==> src/rtl/conversor_bin_bcd_seq.sv <==
// conversor_bin_bcd_seq: sequential binary-to-BCD converter (shift-add-3).
// One bit per clock; fixed latency of LARGURA+1 edges from start to Pronto.
// Optional build macro CONVERSOR_BCD_SINAL_EN: Entrada is taken as two's
// complement, the magnitude is converted and the sign is reported on Negativo.
// Without the macro Entrada is unsigned and Negativo stays 0.
module conversor_bin_bcd_seq #(
  parameter int LARGURA = 8,
  parameter int DIGITOS = 3
) (
  input  logic                   Clock,
  input  logic                   Reset,
  input  logic                   Inicio,
  input  logic [LARGURA-1:0]     Entrada,
  output logic [4*DIGITOS-1:0]   Saida,
  output logic                   Ocupado,
  output logic                   Pronto,
  output logic                   Estouro,
  output logic                   Negativo
);

  localparam int BW = 4 * DIGITOS;
  localparam int CW = $clog2(LARGURA + 1);
  localparam logic [CW-1:0] CARGA = CW'(LARGURA);

  typedef enum logic [1:0] {
    OCIOSO   = 2'd0,
    CONVERTE = 2'd1,
    FIM      = 2'd2
  } estado_t;

  estado_t              estado_r;
  logic [CW-1:0]        contador_r;
  logic [LARGURA-1:0]   desloc_r;
  logic [BW-1:0]        acum_r;
  logic                 estouro_acum_r;

  logic [BW-1:0]        corrigido_s;
  logic [BW-1:0]        acum_prox_s;
  logic [LARGURA-1:0]   desloc_prox_s;
  logic                 estouro_passo_s;
  logic [LARGURA-1:0]   operando_s;

`ifdef CONVERSOR_BCD_SINAL_EN
  logic                 sinal_s;
  logic                 sinal_r;
`endif

  // Shift-add-3 digit correction: digits of 5 or more get 3 added (no carry out).
  function automatic logic [3:0] corrige_digito(input logic [3:0] d);
    return (d >= 4'd5) ? (d + 4'd3) : d;
  endfunction

  // Operand selection at start: raw value, or magnitude when signed mode is built.
  always_comb begin
`ifdef CONVERSOR_BCD_SINAL_EN
    sinal_s    = Entrada[LARGURA-1];
    operando_s = sinal_s ? ((~Entrada) + LARGURA'(1)) : Entrada;
`else
    operando_s = Entrada;
`endif
  end

  // One conversion step: correct every digit, then shift {acc, shreg} left by one.
  always_comb begin
    corrigido_s = '0;
    for (int i = 0; i < DIGITOS; i++) begin
      corrigido_s[4*i +: 4] = corrige_digito(acum_r[4*i +: 4]);
    end
    acum_prox_s     = {corrigido_s[BW-2:0], desloc_r[LARGURA-1]};
    desloc_prox_s   = {desloc_r[LARGURA-2:0], 1'b0};
    // A top-digit correction always reaches 8+, and a set top bit is lost in the shift.
    estouro_passo_s = (acum_r[BW-1 -: 4] >= 4'd5) | corrigido_s[BW-1];
  end

  // Control FSM with datapath registers and registered outputs.
  always_ff @(posedge Clock or posedge Reset) begin
    if (Reset) begin
      estado_r       <= OCIOSO;
      contador_r     <= '0;
      desloc_r       <= '0;
      acum_r         <= '0;
      estouro_acum_r <= 1'b0;
      Saida          <= '0;
      Ocupado        <= 1'b0;
      Pronto         <= 1'b0;
      Estouro        <= 1'b0;
      Negativo       <= 1'b0;
`ifdef CONVERSOR_BCD_SINAL_EN
      sinal_r        <= 1'b0;
`endif
    end else begin
      case (estado_r)
        OCIOSO: begin
          Pronto <= 1'b0;
          if (Inicio) begin
            desloc_r       <= operando_s;
            acum_r         <= '0;
            estouro_acum_r <= 1'b0;
            contador_r     <= CARGA;
            Ocupado        <= 1'b1;
            estado_r       <= CONVERTE;
`ifdef CONVERSOR_BCD_SINAL_EN
            sinal_r        <= sinal_s;
`endif
          end
        end
        CONVERTE: begin
          if (contador_r != {CW{1'b0}}) begin
            acum_r         <= acum_prox_s;
            desloc_r       <= desloc_prox_s;
            estouro_acum_r <= estouro_acum_r | estouro_passo_s;
            contador_r     <= contador_r - CW'(1);
            // Last shift: publish results on the same edge that enters FIM.
            if (contador_r == CW'(1)) begin
              Saida    <= acum_prox_s;
              Estouro  <= estouro_acum_r | estouro_passo_s;
`ifdef CONVERSOR_BCD_SINAL_EN
              Negativo <= sinal_r;
`else
              Negativo <= 1'b0;
`endif
              estado_r <= FIM;
            end
          end else begin
            estado_r <= FIM;
          end
        end
        FIM: begin
          Pronto   <= 1'b1;
          Ocupado  <= 1'b0;
          estado_r <= OCIOSO;
        end
        default: begin
          Pronto   <= 1'b0;
          Ocupado  <= 1'b0;
          estado_r <= OCIOSO;
        end
      endcase
    end
  end

endmodule
==> config.mk <==
export PLATFORM = sky130hd
export DESIGN_NAME = conversor_bin_bcd_seq
export DESIGN_NICKNAME = d
export VERILOG_FILES = /design/src/rtl/conversor_bin_bcd_seq.sv
export SDC_FILE = /design/constraint.sdc
export NUM_CORES = 1
export LEC_CHECK = 0
export BUFFER_PORTS_ARGS = -buffer_cell sky130_fd_sc_hd__buf_2
export CAP_MARGIN = 0
export CORE_UTILIZATION = 27
export CTS_BUF_LIST = sky130_fd_sc_hd__clkbuf_4
export DETAILED_ROUTE_END_ITERATION = 8
export GPL_ROUTABILITY_DRIVEN = 0
export MAX_ROUTING_LAYER = met4
export PLACE_DENSITY = 0.49
export SETUP_SLACK_MARGIN = 0.4
export SYNTH_ARGS = -nofsm -noshare
export SYNTH_HDL_FRONTEND = slang
export SYNTH_SLANG_ARGS = --single-unit
export TNS_END_PERCENT = 100
==> constraint.sdc <==
create_clock -name Clock -period 1.75 [get_ports Clock]
set_clock_uncertainty 0.15 [all_clocks]
set_input_delay 0.0875 -clock Clock [delete_from_list [all_inputs] [get_ports Clock]]
set_output_delay 0.0875 -clock Clock [all_outputs]
set_load 0.02 [all_outputs]
# Word level (Yosys, flattened, before mapping)
# Index checks and enable logic that the tools add are counted.
# W data, S select, Z words.
classes:
  n_addsub: 4
  mul: 0
  div_mod_pow: 0
  magnitude_cmp: 3
  eq_ne: 6
  n_shift: 0
  mux: 22
  bitwise_logic: 3
  n_reduce_logical: 7
ops:
  columns: ["cell", "n"]
  rows:
  - ["$mux W12", 2]
  - ["$pmux W12 S2", 1]
  - ["$mux W4", 5]
  - ["$mux W8", 2]
  - ["$pmux W8 S2", 1]
  - ["$add A4 B2 Y4 const B", 3]
  - ["$ge A4 B3 Y1 const B", 3]
  - ["$pmux W4 S2", 1]
  - ["$mux W2", 3]
  - ["$pmux W1 S2", 3]
  - ["$reduce_and A3 Y1", 2]
  - ["$eq A4 B1 Y1 const B", 1]
  - ["$ne A2 B2 Y1 const B", 2]
  - ["$pmux W2 S2", 1]
  - ["$reduce_and A2 Y1", 2]
  - ["$reduce_bool A4 Y1", 1]
  - ["$sub A4 B1 Y4 const B", 1]
  - ["$mux W1", 3]
  - ["$ne A3 B3 Y1 const B", 1]
  - ["$eq A2 B1 Y1 const B", 1]
  - ["$eq A2 B2 Y1 const B", 1]
  - ["$logic_not A2 Y1", 1]
  - ["$or A1 B1 Y1", 2]
  - ["$reduce_bool A2 Y1", 1]
  - ["$not A1 Y1", 1]
word_totals:
  regBits: 42
  latchBits: 0
  mem_bits_rw: 0
  romBits: 0
  in_bits: 11
  out_inout_bits: 16
  elab_cells: 54
  memories: 0

# Longest topological paths before layout
# Gate-level depths: netlist (run 1).
depth:
  depth_word: 6
  mapped_depth: 6
  ltp_nobuf: 6

# Worst setup path after synthesis (run 1)
# No wires, ideal clock.
synth_path:
  kind: "register -> register"
  startpoint: "register contador_r[0]"
  endpoint: "register acum_r[4]"
  setup_time_ns: 0.131
  arrival_ns: 1.424
  required_ns: 1.469
  setup_slack_ns: 0.046
  path_stages_with_launch: 6
  path_buffers: 1
  synth_period_minus_slack_ns: 1.704
  cell_sequence: "dfrtp_1 > inv_1 > ha_1 > a311oi_4 > buf_6 > o22ai_1"
synth_between:
  elab_chain_cells: 3
synth_lines:
  columns: ["element", "line_no", "text"]
  rows:
  - ["start: declaration", "32", "logic [CW-1:0] contador_r;"]
  - ["start signal: assignment", "112", "contador_r <= contador_r - CW'(1);"]
  - ["$reduce_bool A4 Y1", "108", "if (contador_r != {CW{1'b0}}) begin"]
  - ["$ne A2 B2 Y1 (no line)", null, null]
  - ["$reduce_and A3 Y1 (no line)", null, null]
  - ["end signal: assignment", "109", "acum_r <= acum_prox_s;"]
  - ["end: declaration", "34", "logic [BW-1:0] acum_r;"]
# No other way between the ends.
# A chain may end at the register's enable or synchronous reset.

# Final worst setup path (run 1)
layout_path:
  startpoint: "register contador_r[1]"
  endpoint: "register Saida[10]"
layout_between:
  elab_chain_cells: 2
  word_cells_on_any_way: 3
  classes_between: "eq/ne (1); reduce/logical (2)"
layout_lines:
  columns: ["element", "line_no", "text"]
  rows:
  - ["$eq A4 B1 Y1 / $reduce_bool A4 Y1 (equally long branches)", "114, 108", null]
  - ["$reduce_and A3 Y1 (no line) *", null, null]
  - ["end signal: assignment", "115", "Saida <= acum_prox_s;"]
  - ["end: declaration", "14", "output logic [4*DIGITOS-1:0] Saida,"]
# Mark *: on every way between the ends. The rest lies on a longest branch, timed or not.

==> results of run 1 <==
## what timing repair did
action / CTS / global route
resized for setup: 57 / 31
setup buffers: 27 / 9
hold endpoints to repair: 52 / 0
setup endpoints to repair: 40 / 41
hold buffers: 11 / 0
pin swaps: 16 / 17
cloned: 1 / 1
## sequential cells by signal (all words and copies together) (netlist names)
name	count
estado_r	2
contador_r	4
estouro_acum_r	1
Pronto	1
desloc_r	8
Estouro	1
acum_r	12
Ocupado	1
Saida	12
## kinds of logic (layout without fill, tap and decap cells)
| group | count (synthesis) | count (layout) | synth area share [%] |
|---|---|---|---|
| flops | 42 | 42 | 50.3 |
| simple gates | 67 | 67 | 16.2 |
| other cells | 1 | 1 | 0.179 |
| mux | 12 | 12 | 6.17 |
| buf+inv | 17 | 104 | 5.21 |
| compound gates | 45 | 45 | 15.3 |
| xor+xnor | 3 | 3 | 1.26 |
| fa+ha+maj | 9 | 9 | 5.39 |
## per-stage QoR
stage	hold WS [ns]	worst slack [ns]
floorplan	0.0501	0.121
global placement	0.110	0.0547
detailed placement	0.118	0.0292
CTS	0.266	0.130
global route	0.301	0.0873
finish	0.251	0.134
## routing by layer
metal	track usage, %	vias to the layer above	routed length (um)
met5	-	-	0
met4	2.82	0	0
met3	2.54	0	150
met2	22.3	29	2600
met1	15.9	844	2310
li1	-	855	-
## critical path, cell delays in order (launching register included)
cell and delay (ns):
dfrtp_1 0.39, inv_2 0.08, ha_4 0.19, nand4b_4 0.22, clkbuf_16 0.21, mux2_4 0.29
## cells in the final DEF (no fill, tap or decap), types with 5 or more instances in the layout
cell            n
dlygate4sd3_1  11
dfrtp_1        39
nor2_1         12
clkbuf_4        5
o21ai_2         5
mux2_4          5
buf_2          25
nand2_1        23
buf_6          11
ha_4            6
buf_4          33
inv_2           8
a31oi_1         6
a22o_1          6
nand2_2         8
## how the worst min path moves through the flow
stage | to | cells past startpoint
floorplan | desloc_r[0] | 2
global placement | Saida[0] | 3
detailed placement | Saida[0] | 3
CTS | Saida[0] | 4
global route | desloc_r[2] | 6
finish | Saida[0] | 4
## power groups by stage
| stage | clock network [W] | logic (W) | registers, W |
|---|---|---|---|
| floorplan | 0 | 0.00163 | 0.00197 |
| finish | 0.000477 | 0.00386 | 0.00182 |
| detailed placement | 0 | 0.00243 | 0.00180 |
| CTS | 0.000508 | 0.00343 | 0.00178 |
| global placement | 0 | 0.00242 | 0.00178 |
| global route | 0.000549 | 0.00419 | 0.00188 |
## area by class of cell
class | instances | area [sq um]
Timing Repair Buffer | 86 | 717
Tap cell | 99 | 124
Clock inverter | 3 | 16.3
Inverter | 10 | 37.5
Sequential cell | 42 | 1050
Fill cell | 704 | 4130
Clock buffer | 5 | 37.5
Multi-Input combinational cell | 137 | 1250
## cells in the mapped netlist, types with 2 or more instances
cell      number  share of area, %
a21o_1         2              0.72
nand2b_1       4               1.2
nand3_1        3              0.72
mux2_2         7               3.8
nor2_1        14               2.5
inv_1         10               1.8
nand2_1       35               6.3
ha_1           9               5.4
o22ai_1        3              0.90
a22o_1         6               2.5
o21ai_2        4               1.7
o211ai_1       3               1.1
nor3b_1        4               1.4
buf_6          4               2.2
a31oi_1        7               2.1
mux2i_1        5               2.4
and2_1         2              0.60
xnor2_1        3               1.3
a21oi_1        9               2.2
o21ai_0        7               1.7
dfrtp_1       42                50
==> metrics.md, run 1 <==
| Metric | Value |
|---|---|
| Iteration-0 DRC Markers | 64 |
| Routed len/inst | 13.3 um |
| Post-synth EDFFs | 0 |
| Worst setup endpoint | Saida[10] |
| Fmax | 0.619 GHz |
| Vias in the first global route | 1686 |
| Worst flop-to-flop path endpoint | Saida[10] |
| Async set-reset flop share out of synthesis | 100% |
| Max Cap Viol | 0 |
| Fin crit share | 92.4% |
| Clock buffer depth | 2 |
| CP startpoint | contador_r[1] |
| Sw Pwr | 0.00256 W |
| Row count | 31 |
| Core area | 7370 sq um |
| Synthesized Nets | 216 |
| Initial antenna violation count | 0 |
| Starting density of the core | 28.4% |
| Layout Nets | 302 |
| CTS Root Cell | clkbuf_4 |
| Post-DP Area | 2430 sq um |
| Clk network pwr share | 7.8% |
| Pleak | 1.49 nW |
| Internal power | 0.00360 W |
| Finished Layout Cells | 382 |
| Worst EP required | 1.85 ns |
| Core Util, Final | 43.9% |
| R2R cell count | 5 |
| RSZ-0062 raised after global routing | yes |
| I/O pin count | 27 |
| Area grow syn2layout | 54.9% |
| Combinational share of power | 62.7% |
| Die area | 8090 sq um |
| CP Max Fanout | 5 |
| Clock sinks | 42 |
| I/O Buffers | 25 |
| DRC violations left | 0 |
| GR Overflow Total | 0 |
| Vias/cell | 4.52 |
| Hold Crit Class | in -> async |
| Seq pwr share | 29.5% |
| Synth warnings | 0 |
| Critical path capture point type | flip-flop |
| Synth Cell Area | 2090 sq um |
| WL final | 5060 um |
| First-pass GRT wire length | 8140 um |
| Sequential area share after synthesis | 50.3% |
| Chip Width | 90.0 um |
| Hold Fails Final Rpt | 0 |
| Placed cells | 325 |
| Largest net degree at the start of global routing | 43 |
| Worst-skew pair later-pin latency | 0.34 ns |
| Startpoint types | flip-flop |
| Vias post-DR | 1728 |
| Max-slew violations | 0 |
| Cells after synthesis | 196 |
| Worst IR Drop VDD | 816 uV |
| CTS tree | built |
| Setup violators final | 0 |
| Final Instance Area | 3240 sq um |
| Total iterations of the first detailed-routing run | 4 |
| Routed Antenna Nets | 0 |
| Clock transition at path regs | 0.13 ns |
| Share of layout cells above drive strength 1 | 55.5% |
| Worst-Margin Slew | 0.542 ns |
| Cell Pwr Density | 1900 nW/um^2 |
| Sw frac | 41.6% |
| R2r setup slk | 0.13 ns |
| Final HPWL DP | 2880 um |
| Total power | 0.00616 W |
| Die height | 90.0 um |
| FF+latch count, synth | 42 |
| Status | complete, no violations |
| Rel. slew slack | 63.9% |
| Total GRT Usage | 13.0% |
| Top FF cell, synth | dfrtp_1 |
| Diode count | 0 |
| Post-layout min period | 1.62 ns |
| Unique masters post-synth | 34 |
| CTS H-Tree Depth | 2 |
| Arrival @ worst endpoint | 1.71 ns |
| Mean post-synth cell area | 10.7 sq um |
| WS Path Type | reg -> reg |
| TritonCTS Buffers | 5 |
| Crit Reg-Reg Startpoint | contador_r[1] |
| TNS Setup | 0 ns |
No activity file was read; power rests on OpenSTA's default activity.
==> run 2, diff against run 1 <==
--- a/config.mk
+++ b/config.mk
@@ -8,7 +8,7 @@
 export BUFFER_PORTS_ARGS = -buffer_cell sky130_fd_sc_hd__buf_2
 export CAP_MARGIN = 0
 export CORE_UTILIZATION = 27
-export CTS_BUF_LIST = sky130_fd_sc_hd__clkbuf_4
+export CTS_BUF_LIST = sky130_fd_sc_hd__clkbuf_8 sky130_fd_sc_hd__clkbuf_16
 export DETAILED_ROUTE_END_ITERATION = 8
 export GPL_ROUTABILITY_DRIVEN = 0
 export MAX_ROUTING_LAYER = met4
==> metrics.md, run 2 (synthesis results as in run 1) <==
| Metric | Value |
|---|---|
| Status | complete, no violations |
| Hold Crit Class | in -> reg |
| Die height | 90.0 um |
| Final HPWL DP | 2880 um |
| Vias in the first global route | 1693 |
| Worst-skew pair later-pin latency | 0.29 ns |
| Core Util, Final | 42.8% |
| TritonCTS Buffers | 5 |
| Crit Reg-Reg Startpoint | acum_r[9] |
| Worst flop-to-flop path endpoint | Saida[10] |
| CTS Root Cell | clkbuf_8 |
| Vias/cell | 4.49 |
| CTS tree | built |
| First-pass GRT wire length | 8110 um |
| Post-layout min period | 1.59 ns |
| R2R cell count | 6 |
| Regs by FF count | Saida x12, acum_r x12, desloc_r x8 |
| Vias post-DR | 1689 |
| Area grow syn2layout | 51.0% |
| Worst-Margin Slew | 0.543 ns |
| RSZ-0062 raised after global routing | yes |
| Clock transition at path regs | 0.08 ns |
| Fin crit share | 90.9% |
| Hold Path Origin | Inicio |
| Chip Width | 90.0 um |
| Arrival @ worst endpoint | 1.68 ns |
| CTS H-Tree Depth | 2 |
| I/O Buffers | 25 |
| Core area | 7370 sq um |
| Commonest non-fill, non-tap cells in the layout | dfrtp_1 (39), buf_4 (30), nand2_1 (28) |
| GR Overflow Total | 0 |
| Total power | 0.00615 W |
| I/O pin count | 27 |
| Worst path top cell family by delay | multiplexers |
| Cell Pwr Density | 1950 nW/um^2 |
| Worst IR Drop VDD | 780 uV |
| Iteration-0 DRC Markers | 26 |
| TNS Setup | 0 ns |
| Startpoint types | flip-flop |
| Starting density of the core | 28.4% |
| Critical path cell sequence | inv_2 > ha_2 > nand2b_4 > a21oi_4 > mux2i_2 > mux2_4 |
| Layout Nets | 296 |
| Routed Antenna Nets | 0 |
| WS Path Type | reg -> reg |
| Diode count | 0 |
| Total GRT Usage | 12.9% |
| Max-slew violations | 0 |
| Critical path capture point type | flip-flop |
| Max Cap Viol | 0 |
| Row count | 31 |
| Slowest CP cell | dfrtp_1 |
| Commonest non-fill, non-tap cell in the layout | dfrtp_1 |
| Hold Path Sink | Ocupado |
| DRC violations left | 0 |
| R2r setup slk | 0.16 ns |
| Routed len/inst | 12.8 um |
| Clock sinks | 42 |
| Pleak | 1.44 nW |
| Largest net degree at the start of global routing | 43 |
| Fmax | 0.628 GHz |
| Clock buffer depth | 2 |
| Crit-path max cell delay | 0.37 ns |
| Worst hold path depth | 3 |
| WL final | 4820 um |
| Share of layout cells above drive strength 1 | 52.7% |
| Total iterations of the first detailed-routing run | 4 |
| Hold Fails Final Rpt | 0 |
| Initial antenna violation count | 0 |
| CP Buf/Inv Count | 1 |
| CP Max Fanout | 3 |
| Rel. slew slack | 63.8% |
| Worst EP required | 1.83 ns |
| Die area | 8090 sq um |
| Setup violators final | 0 |
-- run 2: worst max path at each step --
stage / startpoint / to / slack, ns / cells after the start
floorplan: contador_r[0] / acum_r[4] / 0.12 / 5
global placement: acum_r[5] / Saida[6] / 0.05 / 6
detailed placement: acum_r[4] / Saida[6] / 0.03 / 6
CTS: acum_r[4] / Saida[6] / 0.14 / 5
global route: acum_r[4] / Saida[6] / 0.11 / 6
finish: acum_r[9] / Saida[10] / 0.16 / 6
-- run 2: cell type report --
| cell class | instances | area (sq um) |
|---|---|---|
| clock buffer | 6 | 82.6 |
| clock inverter | 2 | 12.5 |
| fill | 720 | 4220 |
| inverter | 10 | 37.5 |
| multi-input combinational | 137 | 1200 |
| sequential | 42 | 1050 |
| tap | 99 | 124 |
| timing repair buffer | 80 | 641 |
-- run 2: worst register-to-register path: stages (launching register included) --
cell and delay [ns]:
dfrtp_1 0.37, inv_2 0.07, ha_2 0.17, nand2b_4 0.14, a21oi_4 0.18, mux2i_2 0.28, mux2_4 0.18
-- run 2: power breakdown --
part | switching [W] | total (W) | internal [W]
clock network | 0.000349 | 0.000667 | 0.000318
logic | 0.00178 | 0.00367 | 0.00189
registers | 0.000388 | 0.00181 | 0.00143
total | 0.00251 | 0.00615 | 0.00364
-- run 2: what timing repair did --
| action | 4_1_cts | 5_1_grt |
|---|---|---|
| pin swaps | 16 | 11 |
| resized for setup | 55 | 19 |
| setup buffers | 24 | 9 |
| hold buffers | 10 | 0 |
| hold endpoints to repair | 51 | 0 |
| endpoints found under the setup margin | 40 | 41 |
-- run 2: stage by stage --
stage	setup WS, ns	hold WS [ns]	cell area [sq um]	instances
floorplan	0.121	0.0501	2150	196
global placement	0.0547	0.110	2430	325
detailed placement	0.0292	0.118	2430	325
CTS	0.140	0.0431	3020	367
global route	0.106	0.0364	3150	376
finish	0.159	0.00982	3150	376
-- run 2: metal layers --
layer | up-vias | part of all wire (%) | track usage [%]
met5 | - | 0 | -
met4 | 0 | 1.3 | 3.49
met3 | 6 | 2.4 | 2.88
met2 | 24 | 51 | 22.0
met1 | 820 | 45 | 15.5
li1 | 839 | - | -
==> run 3, diff against run 2 <==
--- a/config.mk
+++ b/config.mk
@@ -7,12 +7,15 @@
 export LEC_CHECK = 0
 export BUFFER_PORTS_ARGS = -buffer_cell sky130_fd_sc_hd__buf_2
 export CAP_MARGIN = 0
+export CELL_PAD_IN_SITES_DETAIL_PLACEMENT = 0
+export CELL_PAD_IN_SITES_GLOBAL_PLACEMENT = 2
 export CORE_UTILIZATION = 27
 export CTS_BUF_LIST = sky130_fd_sc_hd__clkbuf_8 sky130_fd_sc_hd__clkbuf_16
 export DETAILED_ROUTE_END_ITERATION = 8
 export GPL_ROUTABILITY_DRIVEN = 0
+export HOLD_SLACK_MARGIN = 0.12
 export MAX_ROUTING_LAYER = met4
-export PLACE_DENSITY = 0.49
+export PLACE_DENSITY = 0.67
 export SETUP_SLACK_MARGIN = 0.4
 export SYNTH_ARGS = -nofsm -noshare
 export SYNTH_HDL_FRONTEND = slang
==> metrics.md, run 3 (synthesis results as in run 1) <==
| Metric | Value |
|---|---|
| R2R cell count | 5 |
| Row count | 31 |
| Share of layout cells above drive strength 1 | 49.6% |
| Arrival @ worst endpoint | 1.61 ns |
| Post-layout min period | 1.58 ns |
| Area grow syn2layout | 48.0% |
| Max Cap Viol | 0 |
| Hold Fails Final Rpt | 0 |
| Commonest non-fill, non-tap cells in the layout | dfrtp_1 (39), nand2_1 (34), buf_2 (26) |
| CTS tree | built |
| Chip Width | 90.0 um |
| GR Overflow Total | 0 |
| Layout Nets | 287 |
| Placed cells | 328 |
| Worst EP required | 1.77 ns |
| Vias post-DR | 1646 |
| Routed Antenna Nets | 0 |
| Worst-skew pair later-pin latency | 0.29 ns |
| I/O Buffers | 25 |
| Iteration-0 DRC Markers | 47 |
| Fmax | 0.633 GHz |
| Critical path capture point type | flip-flop |
| WHS | 0.239 ns |
| Slowest CP cell | dfrtp_1 |
| Worst flop-to-flop path endpoint | Saida[9] |
| TritonCTS Buffers | 5 |
| First-pass GRT wire length | 8240 um |
| Routed len/inst | 13.2 um |
| Clock buffer depth | 2 |
| TNS Setup | 0 ns |
| Fin crit share | 90.3% |
| Clock sinks | 42 |
| Commonest non-fill, non-tap cell in the layout | dfrtp_1 |
| Regs by FF count | Saida x12, acum_r x12, desloc_r x8 |
| Vias in the first global route | 1704 |
| Final HPWL DP | 2950 um |
| Diode count | 0 |
| Hold Crit Class | in -> async |
| Total iterations of the first detailed-routing run | 2 |
| Clock transition at path regs | 0.08 ns |
| Die height | 90.0 um |
| Starting density of the core | 28.4% |
| Max-slew violations | 0 |
| Vias/cell | 4.49 |
| CTS H-Tree Depth | 2 |
| RSZ-0062 raised after global routing | yes |
| Crit Reg-Reg Startpoint | contador_r[0] |
| Fill count | 739 |
| Setup violators final | 0 |
| Crit-path max cell delay | 0.41 ns |
| I/O pin count | 27 |
| Total GRT Usage | 13.3% |
| Register area | 1050 sq um |
| Worst IR Drop VDD | 681 uV |
| CP Max Fanout | 12 |
| Core area | 7370 sq um |
| Largest net degree at the start of global routing | 43 |
| Status | complete, no violations |
| Critical path cell sequence | inv_2 > ha_4 > nand4b_4 > buf_12 > mux2_2 |
| WL final | 4840 um |
| WS Path Type | reg -> reg |
| Cell Pwr Density | 1970 nW/um^2 |
| Finished Layout Cells | 367 |
| Startpoint types | flip-flop |
| Initial antenna violation count | 0 |
| Multi-input gate area | 1190 sq um |
| R2r setup slk | 0.17 ns |
| CTS Root Cell | clkbuf_8 |
| DRC violations left | 0 |
| Die area | 8090 sq um |
| Pleak | 1.41 nW |
[run 3: cell count changes in the layout (fill, tap and decap cells not counted), moves of 4 or more]
| cell | before | now |
|---|---|---|
| nor2_2 | 0 | 4 |
| buf_6 | 12 | 7 |
| nand2_1 | 28 | 34 |
| nor2_1 | 14 | 8 |
| buf_4 | 30 | 24 |
| nand2_2 | 6 | 1 |
[run 3: how the worst max path moves through the flow]
stage                        startpoint  slack (ns)          end  cells after the start
after floorplan           contador_r[0]        0.12    acum_r[4]                      5
after global placement        acum_r[0]        0.04     Saida[2]                      6
after detailed placement      acum_r[1]        0.06     Saida[2]                      6
after CTS                   estado_r[0]        0.17     Saida[9]                      4
after global routing      contador_r[0]        0.09  desloc_r[3]                      7
final                     contador_r[0]        0.17     Saida[9]                      5
[run 3: power breakdown]
part	switching, W	total, W	internal [W]
Combinational	0.00173	0.00349	0.00175
Clock	0.000335	0.000751	0.000416
Sequential	0.000411	0.00184	0.00143
[run 3: final cells by class]
| cell class | count | share of cell area, % |
|---|---|---|
| Sequential cell | 42 | 34.1 |
| Multi-Input combinational cell | 137 | 38.6 |
| Clock buffer | 5 | 2.23 |
| Timing Repair Buffer | 71 | 18.6 |
| Inverter | 10 | 1.21 |
| Tap cell | 99 | 4.01 |
| Clock inverter | 3 | 1.21 |
[run 3: layer usage]
| layer | part of all wire, % | GRT usage [%] |
|---|---|---|
| met1 | 49 | 17.0 |
| met4 | 1.3 | 4.84 |
| met3 | 3.0 | 3.05 |
| met5 | 0 | - |
| met2 | 46 | 20.6 |
[run 3: metrics by stage]
stage / util [%] / power [W] / setup WS (ns) / instance area [sq um]
final: 42.0 / 0.00608 / 0.169 / 3090
after global routing: 42.0 / 0.00652 / 0.0897 / 3090
after CTS: 39.9 / 0.00576 / 0.174 / 2940
after detailed placement: 33.4 / 0.00432 / 0.0560 / 2460
after global placement: 33.4 / 0.00432 / 0.0379 / 2460
after floorplan: - / 0.00360 / 0.121 / 2150
[run 3: worst max-delay path, delay by kind of cell (launching register included)]
family	cells	cell delay (ns)
fa+ha+maj	1	0.17
flops	1	0.41
buf+inv	2	0.24
simple gates	1	0.15
mux	1	0.33
[run 3: timing repair]
| item | in CTS | in global routing |
|---|---|---|
| pin swaps | 12 | 14 |
| hold endpoints to repair | 53 | 0 |
| hold buffers | 10 | 0 |
| buffers inserted | 15 | 4 |
| gates cloned | 1 | 1 |
| setup endpoints to repair | 39 | 40 |
| gates resized for setup | 40 | 24 |
